### src/rtl/denorm_shift_48.sv
// rtl/denorm_shift_48.sv - 3-stage denormalizing right shifter with sticky and zero flags
module denorm_shift_48 (
  input  logic        clk,
  input  logic        rst_n,
  input  logic        in_valid,
  output logic        in_ready,
  input  logic        in_v,
  input  logic [5:0]  in_p,
  input  logic [47:0] in_data,
  output logic        out_valid,
  input  logic        out_ready,
  output logic [47:0] out_data,
  output logic        out_sticky,
  output logic        out_zero
);

  logic        s1_valid, s2_valid, s3_valid;
  logic [47:0] s1_data, s2_data, s3_data;
  logic [3:0]  s1_rem;
  logic [1:0]  s2_rem;
  logic        s1_sticky, s2_sticky, s3_sticky;
  logic        s1_zero, s2_zero, s3_zero;

  logic        s1_can, s2_can, s3_can;
  logic [47:0] s1_data_n, s2_data_n, s3_data_n;
  logic        s1_sticky_n, s2_sticky_n, s3_sticky_n;
  logic        s1_zero_n;
  logic [3:0]  s2_amt;
  logic [1:0]  s3_amt;

  // A stage can take new contents when empty or when its current beat moves on.
  assign s3_can   = !s3_valid || out_ready;
  assign s2_can   = !s2_valid || s3_can;
  assign s1_can   = !s1_valid || s2_can;
  assign in_ready = s1_can;

  // Coarse 16-bit steps; a step of 3 (>=48) saturates the mantissa to zero.
  always_comb begin
    s1_data_n   = '0;
    s1_sticky_n = 1'b0;
    s1_zero_n   = 1'b0;
    if (!in_v) begin
      s1_zero_n = 1'b1;
    end else begin
      case (in_p[5:4])
        2'd0: s1_data_n = in_data;
        2'd1: begin
          s1_data_n   = {16'd0, in_data[47:16]};
          s1_sticky_n = |in_data[15:0];
        end
        2'd2: begin
          s1_data_n   = {32'd0, in_data[47:32]};
          s1_sticky_n = |in_data[31:0];
        end
        default: begin
          s1_sticky_n = |in_data;
          s1_zero_n   = 1'b1;
        end
      endcase
    end
  end

  always_comb begin
    s2_amt      = {s1_rem[3:2], 2'b00};
    s2_data_n   = s1_data >> s2_amt;
    s2_sticky_n = s1_sticky | (|(s1_data & ((48'd1 << s2_amt) - 48'd1)));
  end

  always_comb begin
    s3_amt      = s2_rem;
    s3_data_n   = s2_data >> s3_amt;
    s3_sticky_n = s2_sticky | (|(s2_data & ((48'd1 << s3_amt) - 48'd1)));
  end

  always_ff @(posedge clk or negedge rst_n) begin
    if (!rst_n) begin
      s1_valid  <= 1'b0;
      s1_data   <= '0;
      s1_rem    <= '0;
      s1_sticky <= 1'b0;
      s1_zero   <= 1'b0;
    end else if (s1_can) begin
      s1_valid <= in_valid;
      if (in_valid) begin
        s1_data   <= s1_data_n;
        s1_rem    <= in_p[3:0];
        s1_sticky <= s1_sticky_n;
        s1_zero   <= s1_zero_n;
      end
    end
  end

  always_ff @(posedge clk or negedge rst_n) begin
    if (!rst_n) begin
      s2_valid  <= 1'b0;
      s2_data   <= '0;
      s2_rem    <= '0;
      s2_sticky <= 1'b0;
      s2_zero   <= 1'b0;
    end else if (s2_can) begin
      s2_valid <= s1_valid;
      if (s1_valid) begin
        s2_data   <= s2_data_n;
        s2_rem    <= s1_rem[1:0];
        s2_sticky <= s2_sticky_n;
        s2_zero   <= s1_zero;
      end
    end
  end

  // Output register holds its beat while downstream stalls.
  always_ff @(posedge clk or negedge rst_n) begin
    if (!rst_n) begin
      s3_valid  <= 1'b0;
      s3_data   <= '0;
      s3_sticky <= 1'b0;
      s3_zero   <= 1'b0;
    end else if (s3_can) begin
      s3_valid <= s2_valid;
      if (s2_valid) begin
        s3_data   <= s3_data_n;
        s3_sticky <= s3_sticky_n;
        s3_zero   <= s2_zero;
      end
    end
  end

  assign out_valid  = s3_valid;
  assign out_data   = s3_data;
  assign out_sticky = s3_sticky;
  assign out_zero   = s3_zero;

endmodule

### config.mk
export PLATFORM = sky130hd
export DESIGN_NAME = denorm_shift_48
export DESIGN_NICKNAME = d
export VERILOG_FILES = /design/src/rtl/denorm_shift_48.sv
export SDC_FILE = /design/constraint.sdc
export NUM_CORES = 1
export LEC_CHECK = 0
export ABC_AREA = 1
export CORE_MARGIN = 5
export CORE_UTILIZATION = 60
export CTS_CLUSTER_SIZE = 30
export DETAILED_ROUTE_END_ITERATION = 10
export PLACE_DENSITY_LB_ADDON = 0.3
export REMOVE_ABC_BUFFERS = 1
export SYNTH_ARGS = -nofsm -noshare
export SYNTH_HDL_FRONTEND = slang
export SYNTH_SLANG_ARGS = --single-unit
export TNS_END_PERCENT = 5
### constraint.sdc
create_clock -name clk -period 3.95 [get_ports clk]
set_input_delay 0.5925 -clock clk [delete_from_list [all_inputs] [get_ports clk]]
set_output_delay 0.5925 -clock clk [all_outputs]
set_load 0.05 [all_outputs]
==> results.rst, run 1 <==
.. list-table::
   :header-rows: 1

   * - Metric
     - Value
   * - Run status
     - finished clean
   * - Type of the worst setup path
     - in -> out
   * - Setup slack after placement
     - 1300 ps
   * - Area of the mapped netlist
     - 8590 µm²
   * - Detailed-route vias per instance
     - 5.96
   * - Wire per inst
     - 16.7 µm
   * - Total length of routed wires
     - 23,100 µm
   * - Synthesized area per cell
     - 7.64 µm²
   * - Top cells by instance count after synthesis
     - sky130_fd_sc_hd__nand2_1, sky130_fd_sc_hd__o21ai_0, sky130_fd_sc_hd__dfrtp_1, sky130_fd_sc_hd__nor2_1, sky130_fd_sc_hd__inv_1
   * - Initial antenna violation count
     - 0
   * - Vertical die dimension
     - 130 µm
   * - Pin count of the biggest net entering global routing
     - 108
   * - Slew margin rel.
     - 35.7%
   * - Ys flop type
     - sky130_fd_sc_hd__dfrtp_1
   * - Sum of internal, switching and leakage power
     - 0.00768 W
   * - Final worst hold slack
     - 275 ps
   * - Most frequent cell after synthesis
     - sky130_fd_sc_hd__nand2_1
   * - Buffers plus inverters on the worst setup path
     - 3
   * - Row count
     - 43
   * - Clock tree skew after final layout
     - 5.03 ps
   * - Maximum achievable frequency
     - 0.380 GHz
   * - Number of endpoints failing setup at the final stage
     - 0
   * - Hold buffers post-CTS
     - 0
   * - Worst VDD drop
     - 0.355 mV
   * - Leakage power of the design
     - 4.61 nW
   * - Final period util
     - 66.6%
   * - Maximum capacitance violations
     - 0
   * - Sum of negative setup slack
     - 0 ps
   * - Largest area contributor in the synthesized netlist
     - sky130_fd_sc_hd__dfrtp_1
   * - Post-route ant nets
     - 0
   * - Met3 wirelength from detailed routing
     - 2150 µm
   * - Worst Setup Start Kind
     - input port
   * - Area enclosed by the die boundary
     - 16,800 µm²
   * - Initial Util
     - 61.6%
   * - Port Buffers
     - 110
   * - Final Hold Violating Endpoints
     - 0
   * - Number of warnings reported in the yosys synthesis log
     - 0
   * - Required time of the critical path
     - 3360 ps
   * - CTS buffer count
     - 17
   * - Class of the tightest hold or removal check
     - in -> async
   * - Count of nets after finishing
     - 1,254
   * - Synthesized netlist cell count
     - 1,124
   * - Setup repair after global routing missed its margin
     - false
   * - Layout overhead on the synthesized area
     - 19.8%
   * - Cell at the root of the clock tree
     - sky130_fd_sc_hd__clkbuf_16
   * - Number of fill cells in the layout
     - 1,043
   * - Delay contributed by the slowest stage of the critical path
     - 820 ps
   * - Count of instances resized after the clock tree is built
     - 0
   * - Global-route wire length before repair
     - 38,500 µm
   * - Die outline width
     - 130 µm
   * - Cells taking the most area after synthesis
     - sky130_fd_sc_hd__dfrtp_1, sky130_fd_sc_hd__o21ai_0, sky130_fd_sc_hd__nand2_1
   * - Max Fanout on Critical Path
     - 3
   * - Clock Pin Slew Worst Setup and Hold Paths
     - 60 ps
   * - Overflow left after global routing
     - 0
   * - CTS sink cnt
     - 159
   * - Final HPWL from detailed placement
     - 16,600 µm
   * - Via count of the first global-routing pass
     - 7,796
   * - Top cell by count, worst path
     - sky130_fd_sc_hd__clkdlybuf4s50_1
   * - Sequential-to-total area share from yosys stat
     - 46.3%
   * - Post-synth top area share
     - 46.3%
   * - Slowest stage cell on the critical path
     - sky130_fd_sc_hd__clkdlybuf4s50_1
   * - DRC violation count after routing
     - 0
   * - Routability-driven placement congestion ratio
     - 0.927
   * - Data arrival time of the critical path
     - 2040 ps
   * - Final worst-path setup slack
     - 1320 ps
   * - Met1 WL
     - 9700 µm
   * - Distinct cell type count after synthesis
     - 34
   * - Critical Path Sink Type
     - output pin
   * - Number of vias after detailed routing
     - 8,252
   * - CTS H-Tree Depth
     - 4
   * - Crit-path leading delay family
     - buffers and inverters
   * - Number of inserted diodes
     - 0
   * - Core Region
     - 13,900 µm²
   * - Overall track demand over capacity in global routing
     - 28.9%
   * - Buffer depth of the longest clock path
     - 2
   * - Number of enable flip-flop cells after synthesis
     - 0
   * - Number of iterations in the first detailed-routing pass
     - 6
   * - CTS tree
     - built
   * - DRC marker count from the first detailed-route iteration
     - 793
   * - Clock latency reported for the late side of the worst-skew pair
     - 430 ps
   * - Number of buffers inserted by post-CTS setup repair
     - 0
   * - Proportion of register bits with asynchronous set or reset after synthesis
     - 100%
   * - Met2 wire len
     - 10,200 µm
   * - Series of cell instances along the critical path
     - clkdlybuf4s50_1, inv_1, nand4_2, clkdlybuf4s50_1
   * - Worst-margin pin slew
     - 965 ps
   * - FF+latch count, synth
     - 159
   * - Power density of the placed cells
     - 746 nW/µm²
   * - Share of cells above drive strength 1
     - 4.81%
   * - Highest routing layer actually used
     - met4
   * - Final period demand of the worst path
     - 2630 ps
   * - Number of slew-limit violations in the final report
     - 0
   * - # IOs
     - 111
-- metrics by stage --
stage	instances	utilization (%)	area, µm²
floorplan	1051	-	8250
global placement	1353	69.4	9680
detailed placement	1353	69.4	9680
CTS	1385	73.8	10300
global route	1385	73.8	10300
finish	1385	73.8	10300
-- worst register-to-register path, cell delays in order, from the launching register on --
cell and delay, ps:
sky130_fd_sc_hd__dfrtp_1 360, sky130_fd_sc_hd__buf_4 250, sky130_fd_sc_hd__inv_2 80, sky130_fd_sc_hd__buf_4 440, sky130_fd_sc_hd__nand2_1 190, sky130_fd_sc_hd__ha_1 310
sky130_fd_sc_hd__nor2_1 40, sky130_fd_sc_hd__nor2_1 100, sky130_fd_sc_hd__nand3_1 110, sky130_fd_sc_hd__nor2_1 110, sky130_fd_sc_hd__a21oi_1 60
-- where the power goes --
group	switching (W)	internal, W
combinational	0.00234	0.00119
clock	0.000650	0.00104
sequential	0.000326	0.00214
total	0.00332	0.00436
-- final timing paths --
check,endpoint,start,depth (start not counted),slack (ps)
worst max-delay path,in_ready,out_ready,4,1320
worst min-delay path,out_data[32],rst_n,1,280
worst max register to register,out_sticky,s2_rem[1],10,1790
worst min register to register,out_data[37],out_data[37],2,480
max in group asynchronous,out_data[7],rst_n,2,2710
min in group clk,out_data[37],out_data[37],2,480
-- layout by cell type, fill, tap and decap left out, types with 2 or more instances in the layout --
cell	instances
sky130_fd_sc_hd__ha_1	3
sky130_fd_sc_hd__a31oi_1	11
sky130_fd_sc_hd__o21ai_0	196
sky130_fd_sc_hd__nor3_1	3
sky130_fd_sc_hd__nand3_1	51
sky130_fd_sc_hd__o31ai_1	4
sky130_fd_sc_hd__clkbuf_1	2
sky130_fd_sc_hd__bufinv_16	3
sky130_fd_sc_hd__o21a_1	5
sky130_fd_sc_hd__mux2i_1	6
sky130_fd_sc_hd__clkinv_2	3
sky130_fd_sc_hd__o211ai_1	3
sky130_fd_sc_hd__buf_4	11
sky130_fd_sc_hd__o21ai_1	27
sky130_fd_sc_hd__a22oi_1	6
sky130_fd_sc_hd__nor2_1	120
sky130_fd_sc_hd__o22a_1	45
sky130_fd_sc_hd__inv_2	7
sky130_fd_sc_hd__a21oi_1	13
sky130_fd_sc_hd__clkbuf_16	17
sky130_fd_sc_hd__o22ai_1	33
sky130_fd_sc_hd__nand4_1	10
sky130_fd_sc_hd__inv_1	115
sky130_fd_sc_hd__clkbuf_8	3
sky130_fd_sc_hd__clkdlybuf4s50_1	109
sky130_fd_sc_hd__dfrtp_1	158
sky130_fd_sc_hd__nand2_1	225
sky130_fd_sc_hd__clkinvlp_4	4
-- logic make-up after synthesis --
| group | Yosys count | synth area share, % |
|---|---|---|
| compound gates | 345 | 23.3 |
| flops | 159 | 46.3 |
| buf+inv | 195 | 9.31 |
| simple gates | 416 | 19.9 |
| mux | 6 | 0.699 |
| fa+ha+maj | 3 | 0.437 |
-- metal layers --
layer | up-vias | track usage (%)
met5 | - | 0
met4 | 0 | 15.8
met3 | 72 | 7.09
met2 | 435 | 42.8
met1 | 3849 | 39.1
li1 | 3896 | -
-- state kept, by name, indices dropped and copies added, names as in the netlist, 2 cells and up --
register / count
out_data: 48
s1_data: 48
s2_data: 48
s1_rem: 4
s2_rem: 2
-- area by class of cell --
class / instances / area [µm²] / share of cell area [%]
clock inverters: 10 / 135 / 1.31
clock buffers: 22 / 474 / 4.61
flip-flops and latches: 159 / 3980 / 38.7
repair buffers: 122 / 1200 / 11.7
multi-input cells: 770 / 3810 / 37.0
inverters: 122 / 458 / 4.45
well taps: 180 / 225 / 2.19
(Power assumes the default switching activity.)
==> run 2: changes to the inputs <==
- CORE_UTILIZATION: 60 -> 56
- clock period: 3.95 -> 2.55 ns (I/O delays scaled with it)
==> run 2 against run 1 <==
Compared with the run above: non-clock buffer count increased by 13; critical path depth fell by 3; count of clock-buffer cells in the layout down 4; final area up 2.2%; power up 59%; sequential power rose by 55%; setup slack got worse by 800 ps; combinational power is 56% higher.
==> results.rst, run 2 (synthesis gave the netlist of run 1 again) <==
.. list-table::
   :header-rows: 1

   * - Metric
     - Value
   * - Final worst-path setup slack
     - 517 ps (was 1320 ps)
   * - Final period util
     - 79.7%
   * - Die outline width
     - 134 µm (was 130 µm)
   * - Commonest cells after routing, fill and taps aside
     - sky130_fd_sc_hd__nand2_1, sky130_fd_sc_hd__o21ai_0, sky130_fd_sc_hd__dfrtp_1 (unchanged)
   * - Count of instances resized after the clock tree is built
     - 0 (unchanged)
   * - Number of slew-limit violations in the final report
     - 0 (unchanged)
   * - Buffers plus inverters on the worst setup path
     - 1 (was 3)
   * - Port Buffers
     - 110 (unchanged)
   * - Number of inserted diodes
     - 0 (unchanged)
   * - Routability-driven placement congestion ratio
     - 0.920 (was 0.927)
   * - Wire per inst
     - 16.5 µm (was 16.7 µm)
   * - Detailed-route vias per instance
     - 5.79 (was 5.96)
   * - Crit-path leading delay family
     - buffers and inverters (unchanged)
   * - Max Fanout on Critical Path
     - 4 (was 3)
   * - Initial Util
     - 56.7% (was 61.6%)
   * - Number of fill cells in the layout
     - 1,185 (was 1,043)
   * - Worst Setup Start Kind
     - flip-flop (was input port)
   * - Overflow left after global routing
     - 0 (unchanged)
   * - Run status
     - finished clean (unchanged)
   * - Share of cells above drive strength 1
     - 5.99% (was 4.81%)
   * - Worst VDD drop
     - 0.566 mV (was 0.355 mV)
   * - Sum of negative setup slack
     - 0 ps (unchanged)
   * - Final period demand of the worst path
     - 2030 ps
   * - Initial antenna violation count
     - 0 (unchanged)
   * - Post-route ant nets
     - 0 (unchanged)
   * - CTS H-Tree Depth
     - 4 (unchanged)
   * - Type of the worst setup path
     - reg -> out (was in -> out)
   * - Class of the tightest hold or removal check
     - in -> async (unchanged)
   * - Vertical die dimension
     - 134 µm (was 130 µm)
   * - Series of cell instances along the critical path
     - clkdlybuf4s50_1 (was clkdlybuf4s50_1, inv_1, nand4_2, clkdlybuf4s50_1)
   * - Switching Share
     - 42.1% (was 43.2%)
   * - Cell at the root of the clock tree
     - sky130_fd_sc_hd__clkbuf_16 (unchanged)
   * - Clock Power Share
     - 23.7% (was 22.0%)
   * - Number of vias after detailed routing
     - 8,139 (was 8,252)
   * - CTS buffer count
     - 17 (unchanged)
   * - Buffer depth of the longest clock path
     - 2 (unchanged)
   * - Data arrival time of the critical path
     - 1650 ps (was 2040 ps)
   * - Overall track demand over capacity in global routing
     - 26.7% (was 28.9%)
   * - Leakage power of the design
     - 4.73 nW (was 4.61 nW)
   * - Global-route wire length before repair
     - 38,300 µm (was 38,500 µm)
   * - Maximum achievable frequency
     - 0.492 GHz
   * - Final HPWL from detailed placement
     - 17,100 µm (was 16,600 µm)
   * - Maximum capacitance violations
     - 0 (unchanged)
   * - Final worst hold slack
     - 415 ps (was 275 ps)
   * - CTS tree
     - built (unchanged)
   * - Total length of routed wires
     - 23,300 µm (was 23,100 µm)
   * - Slew margin rel.
     - 58.8% (was 35.7%)
   * - Core Region
     - 15,100 µm² (was 13,900 µm²)
   * - Clock Pin Slew Worst Setup and Hold Paths
     - 60 ps (about the same)
   * - Number of endpoints failing setup at the final stage
     - 0 (unchanged)
   * - Most common cell after layout, fill and taps aside
     - sky130_fd_sc_hd__nand2_1 (unchanged)
   * - DRC marker count from the first detailed-route iteration
     - 660 (was 793)
   * - Clock tree skew after final layout
     - 7.03 ps (was 5.03 ps)
   * - Clock latency reported for the late side of the worst-skew pair
     - 430 ps (about the same)
   * - Slowest stage cell on the critical path
     - sky130_fd_sc_hd__clkdlybuf4s50_1 (unchanged)
   * - Layout overhead on the synthesized area
     - 22.4% (was 19.8%)
   * - Internal
     - 0.00706 W (was 0.00436 W)
   * - Critical Path Sink Type
     - output pin (unchanged)
   * - Number of buffers inserted by post-CTS setup repair
     - 0 (unchanged)
   * - Combinational cell fraction of total power
     - 45.1% (was 45.9%)
   * - Via count of the first global-routing pass
     - 7,727 (was 7,796)
   * - Hold buffers post-CTS
     - 1 (was 0)
   * - Worst-margin pin slew
     - 617 ps (was 965 ps)
   * - Setup repair after global routing missed its margin
     - false (unchanged)
   * - CTS sink cnt
     - 159 (unchanged)
   * - Delay contributed by the slowest stage of the critical path
     - 820 ps (about the same)
   * - Area enclosed by the die boundary
     - 17,900 µm² (was 16,800 µm²)
   * - Row count
     - 45 (was 43)
   * - Final Hold Violating Endpoints
     - 0 (unchanged)
   * - Flop pwr share
     - 31.2% (was 32.1%)
   * - # IOs
     - 111 (unchanged)
   * - Setup slack after placement
     - 400 ps (was 1300 ps)
   * - Required time of the critical path
     - 2170 ps (was 3360 ps)
   * - Count of nets after finishing
     - 1,267 (was 1,254)
   * - DRC violation count after routing
     - 0 (unchanged)
   * - Number of iterations in the first detailed-routing pass
     - 7 (was 6)
   * - Pin count of the biggest net entering global routing
     - 86 (was 108)
   * - Power density of the placed cells
     - 1160 nW/µm² (was 746 nW/µm²)
   * - Switching power
     - 0.00514 W (was 0.00332 W)
run 2: through the flow:
step	std cells	total power [W]	utilization, %	area [µm²]
final	1406	0.0122	69.4	10500
after global routing	1406	0.0129	69.4	10500
after CTS	1406	0.0122	69.4	10500
after detailed placement	1373	0.00932	64.9	9820
after global placement	1373	0.00919	64.9	9820
after floorplan	1051	0.00744	-	8250
run 2: worst paths after layout:
path	start	end	slack, ps	cells after the start
worst max-delay path	out_valid	out_valid	520	1
min in group clk	out_zero	out_zero	480	2
max in group asynchronous	rst_n	out_data[6]	1440	3
worst min register to register	out_zero	out_zero	480	2
worst min-delay path	rst_n	out_data[39]	420	2
worst max register to register	s1_rem[2]	s2_sticky	700	7
run 2: layout make-up:
cell class,count,area [µm²],share of cell area (%)
Multi-Input combinational cell,770,3810,36.2
Timing Repair Buffer,135,1350,12.9
Clock buffer,18,439,4.18
Clock inverter,14,238,2.26
Inverter,122,458,4.36
Sequential cell,159,3980,37.9
Tap cell,188,235,2.24
run 2: layer usage:
metal,vias to the layer above,track usage [%],part of all wire [%]
li1,3934,-,-
met1,3796,36.4,44
met2,345,40.5,45
met3,64,5.03,7.0
met4,0,14.9,4.8
met5,-,0,0
run 2: power by group through the flow:
stage	sequential (W)	combinational [W]	clock (W)
2_1_floorplan	0.00527	0.00216	0
3_3_place_gp	0.00383	0.00536	0
3_5_place_dp	0.00385	0.00547	0
4_1_cts	0.00381	0.00551	0.00291
5_1_grt	0.00393	0.00597	0.00303
6_report	0.00381	0.00550	0.00290
==> run 3: changes to the inputs <==
- CORE_UTILIZATION: 56 -> 51
- clock period: 2.55 -> 1.8 ns (I/O delays scaled with it)
==> run 3 against run 2 <==
Compared with the run above: non-clock buffer count up 13; sequential share of layout area shrank 0.46 points; die area up 9.1%; critical endpoint is now s2_data[9]; utilization fell by 5.0 points; global-route usage is 2.7 points lower; sequential power rose by 42%; routed wire length is 1.1% higher; first-iteration DRC count rose by 8.6%; critical path depth is 4 higher; critical path type is now reg -> reg.
==> results.rst, run 3 (synthesis gave the netlist of run 1 again) <==
.. list-table::
   :header-rows: 1

   * - Metric
     - Value
   * - Share of cells above drive strength 1
     - 11.2% (was 5.99%)
   * - Maximum capacitance violations
     - 0 (unchanged)
   * - Class of the tightest hold or removal check
     - in -> async (unchanged)
   * - Run status
     - finished clean (unchanged)
   * - # IOs
     - 111 (unchanged)
   * - Overall track demand over capacity in global routing
     - 24.0% (was 26.7%)
   * - Final period util
     - 90.6%
   * - Global-route wire length before repair
     - 38,300 µm (about the same)
   * - Post-route ant nets
     - 0 (unchanged)
   * - Final HPWL from detailed placement
     - 17,400 µm (was 17,100 µm)
   * - Setup slack after placement
     - -7.64 ps (was 400 ps)
   * - Clock latency reported for the late side of the worst-skew pair
     - 430 ps (about the same)
   * - CTS H-Tree Depth
     - 4 (unchanged)
   * - Vertical die dimension
     - 140 µm (was 134 µm)
   * - Number of slew-limit violations in the final report
     - 0 (unchanged)
   * - Core Region
     - 16,500 µm² (was 15,100 µm²)
   * - CTS sink cnt
     - 159 (unchanged)
   * - Clock tree skew after final layout
     - 5.13 ps (was 7.03 ps)
   * - Number of endpoints failing setup at the final stage
     - 0 (unchanged)
   * - DRC marker count from the first detailed-route iteration
     - 717 (was 660)
   * - Most common cell after layout, fill and taps aside
     - sky130_fd_sc_hd__nand2_1 (unchanged)
   * - Count of nets after finishing
     - 1,280 (was 1,267)
   * - Layout overhead on the synthesized area
     - 24.0% (was 22.4%)
   * - Number of vias after detailed routing
     - 8,160 (was 8,139)
   * - Final worst-path setup slack
     - 169 ps (was 517 ps)
   * - Sum of internal, switching and leakage power
     - 0.0173 W (was 0.0122 W)
   * - Buffer depth of the longest clock path
     - 2 (unchanged)
   * - Post-Layout Cell Count
     - 1,451 (was 1,406)
   * - Setup repair after global routing missed its margin
     - false (unchanged)
   * - Clock Pin Slew Worst Setup and Hold Paths
     - 60 ps (about the same)
   * - Power density of the placed cells
     - 1620 nW/µm² (was 1160 nW/µm²)
   * - Number of buffers inserted by post-CTS setup repair
     - 0 (unchanged)
   * - Initial Util
     - 52.0% (was 56.7%)
   * - Slowest stage cell on the critical path
     - sky130_fd_sc_hd__dfrtp_2 (was sky130_fd_sc_hd__clkdlybuf4s50_1)
   * - Total length of routed wires
     - 23,500 µm (was 23,300 µm)
   * - Number of inserted diodes
     - 0 (unchanged)
   * - Row count
     - 47 (was 45)
   * - Type of the worst setup path
     - reg -> reg (was reg -> out)
   * - Required time of the critical path
     - 2170 ps (about the same)
   * - Wire per inst
     - 16.2 µm (was 16.5 µm)
   * - Detailed-route vias per instance
     - 5.62 (was 5.79)
   * - Critical Path Sink Type
     - flip-flop (was output pin)
   * - Maximum achievable frequency
     - 0.613 GHz
   * - Number of iterations in the first detailed-routing pass
     - 6 (was 7)
   * - Max Fanout on Critical Path
     - 47 (was 4)
   * - Area enclosed by the die boundary
     - 19,500 µm² (was 17,900 µm²)
   * - Leakage power of the design
     - 4.88 nW (was 4.73 nW)
   * - Via count of the first global-routing pass
     - 7,593 (was 7,727)
   * - Worst Setup Start Kind
     - flip-flop (unchanged)
   * - Overflow left after global routing
     - 0 (unchanged)
   * - Delay contributed by the slowest stage of the critical path
     - 500 ps (was 820 ps)
   * - Series of cell instances along the critical path
     - buf_12, o21ai_0, a21oi_1, o21ai_1, o21a_1 (was clkdlybuf4s50_1)
   * - Worst-margin pin slew
     - 507 ps (was 617 ps)
   * - CTS buffer count
     - 17 (unchanged)
   * - CTS tree
     - built (unchanged)
   * - Number of cells after detailed placement
     - 1,418 (was 1,373)
   * - Pin count of the biggest net entering global routing
     - 86 (unchanged)
   * - Final period demand of the worst path
     - 1630 ps
   * - Buffers plus inverters on the worst setup path
     - 1 (unchanged)
   * - Routability-driven placement congestion ratio
     - 0.899 (was 0.920)
   * - End-of-flow core utilization
     - 64.4% (was 69.4%)
   * - Slew margin rel.
     - 65.9% (was 58.8%)
   * - Worst reg2reg path depth
     - 5 (was 7)
   * - Die outline width
     - 140 µm (was 134 µm)
   * - Commonest cells after routing, fill and taps aside
     - sky130_fd_sc_hd__nand2_1, sky130_fd_sc_hd__o21ai_0, sky130_fd_sc_hd__dfrtp_1 (unchanged)
   * - Cell at the root of the clock tree
     - sky130_fd_sc_hd__clkbuf_16 (unchanged)
   * - Port Buffers
     - 110 (unchanged)
   * - Total stage count of the critical path
     - 5 (was 1)
   * - Crit-path leading delay family
     - compound AO/OA/AOI/OAI gates (was buffers and inverters)
   * - Worst VDD drop
     - 1.01 mV (was 0.566 mV)
   * - Initial antenna violation count
     - 0 (unchanged)
   * - DRC violation count after routing
     - 0 (unchanged)
   * - Data arrival time of the critical path
     - 2000 ps (was 1650 ps)
   * - Final Hold Violating Endpoints
     - 0 (unchanged)
-- run 3: timing repair --
action / in CTS / in global routing
hold endpoints to repair: 42 / 0
hold buffers: 1 / 0
gates resized for setup: 0 / 2
setup endpoints to repair: 0 / 3
-- run 3: worst paths after layout --
kind / end / slack (ps) / start
worst min-delay path: s1_data[40] / 330 / rst_n
max in group asynchronous: out_data[12] / 880 / rst_n
worst min register to register: out_zero / 480 / s2_zero
min in group clk: s1_rem[0] / 380 / in_p[0]
worst max register to register: s2_data[9] / 170 / s1_rem[2]
worst max-delay path: s2_data[9] / 170 / s1_rem[2]
-- run 3: layout make-up --
type                       instances  area, µm²
clock buffer                      19        453
clock inverter                    13        234
fill                            1385       5880
inverter                         122        458
multi-input combinational        770       3810
sequential                       159       3980
tap                              220        275
timing repair buffer             148       1440
-- run 3: power by group --
group	internal, W	leakage (nW)	switching [W]
Clock	0.00268	0.326	0.00149
Combinational	0.00259	2.57	0.00513
Sequential	0.00469	1.98	0.000727
-- run 3: metrics by stage --
step / TNS, ps / hold WS [ps] / area [µm²]
floorplan: -45780 / -25.6 / 8250
global placement: 0 / 231 / 9950
detailed placement: -7.64 / 234 / 9950
CTS: 0 / 350 / 10600
global route: 0 / 381 / 10600
finish: 0 / 333 / 10600
-- run 3: per-layer routing --
| layer | routed length (µm) | up-vias | GRT usage [%] |
|---|---|---|---|
| li1 | - | 3951 | - |
| met1 | 10300 | 3850 | 33.4 |
| met2 | 10900 | 313 | 37.3 |
| met3 | 1510 | 46 | 4.36 |
| met4 | 745 | 0 | 9.79 |
| met5 | 0 | - | 0 |
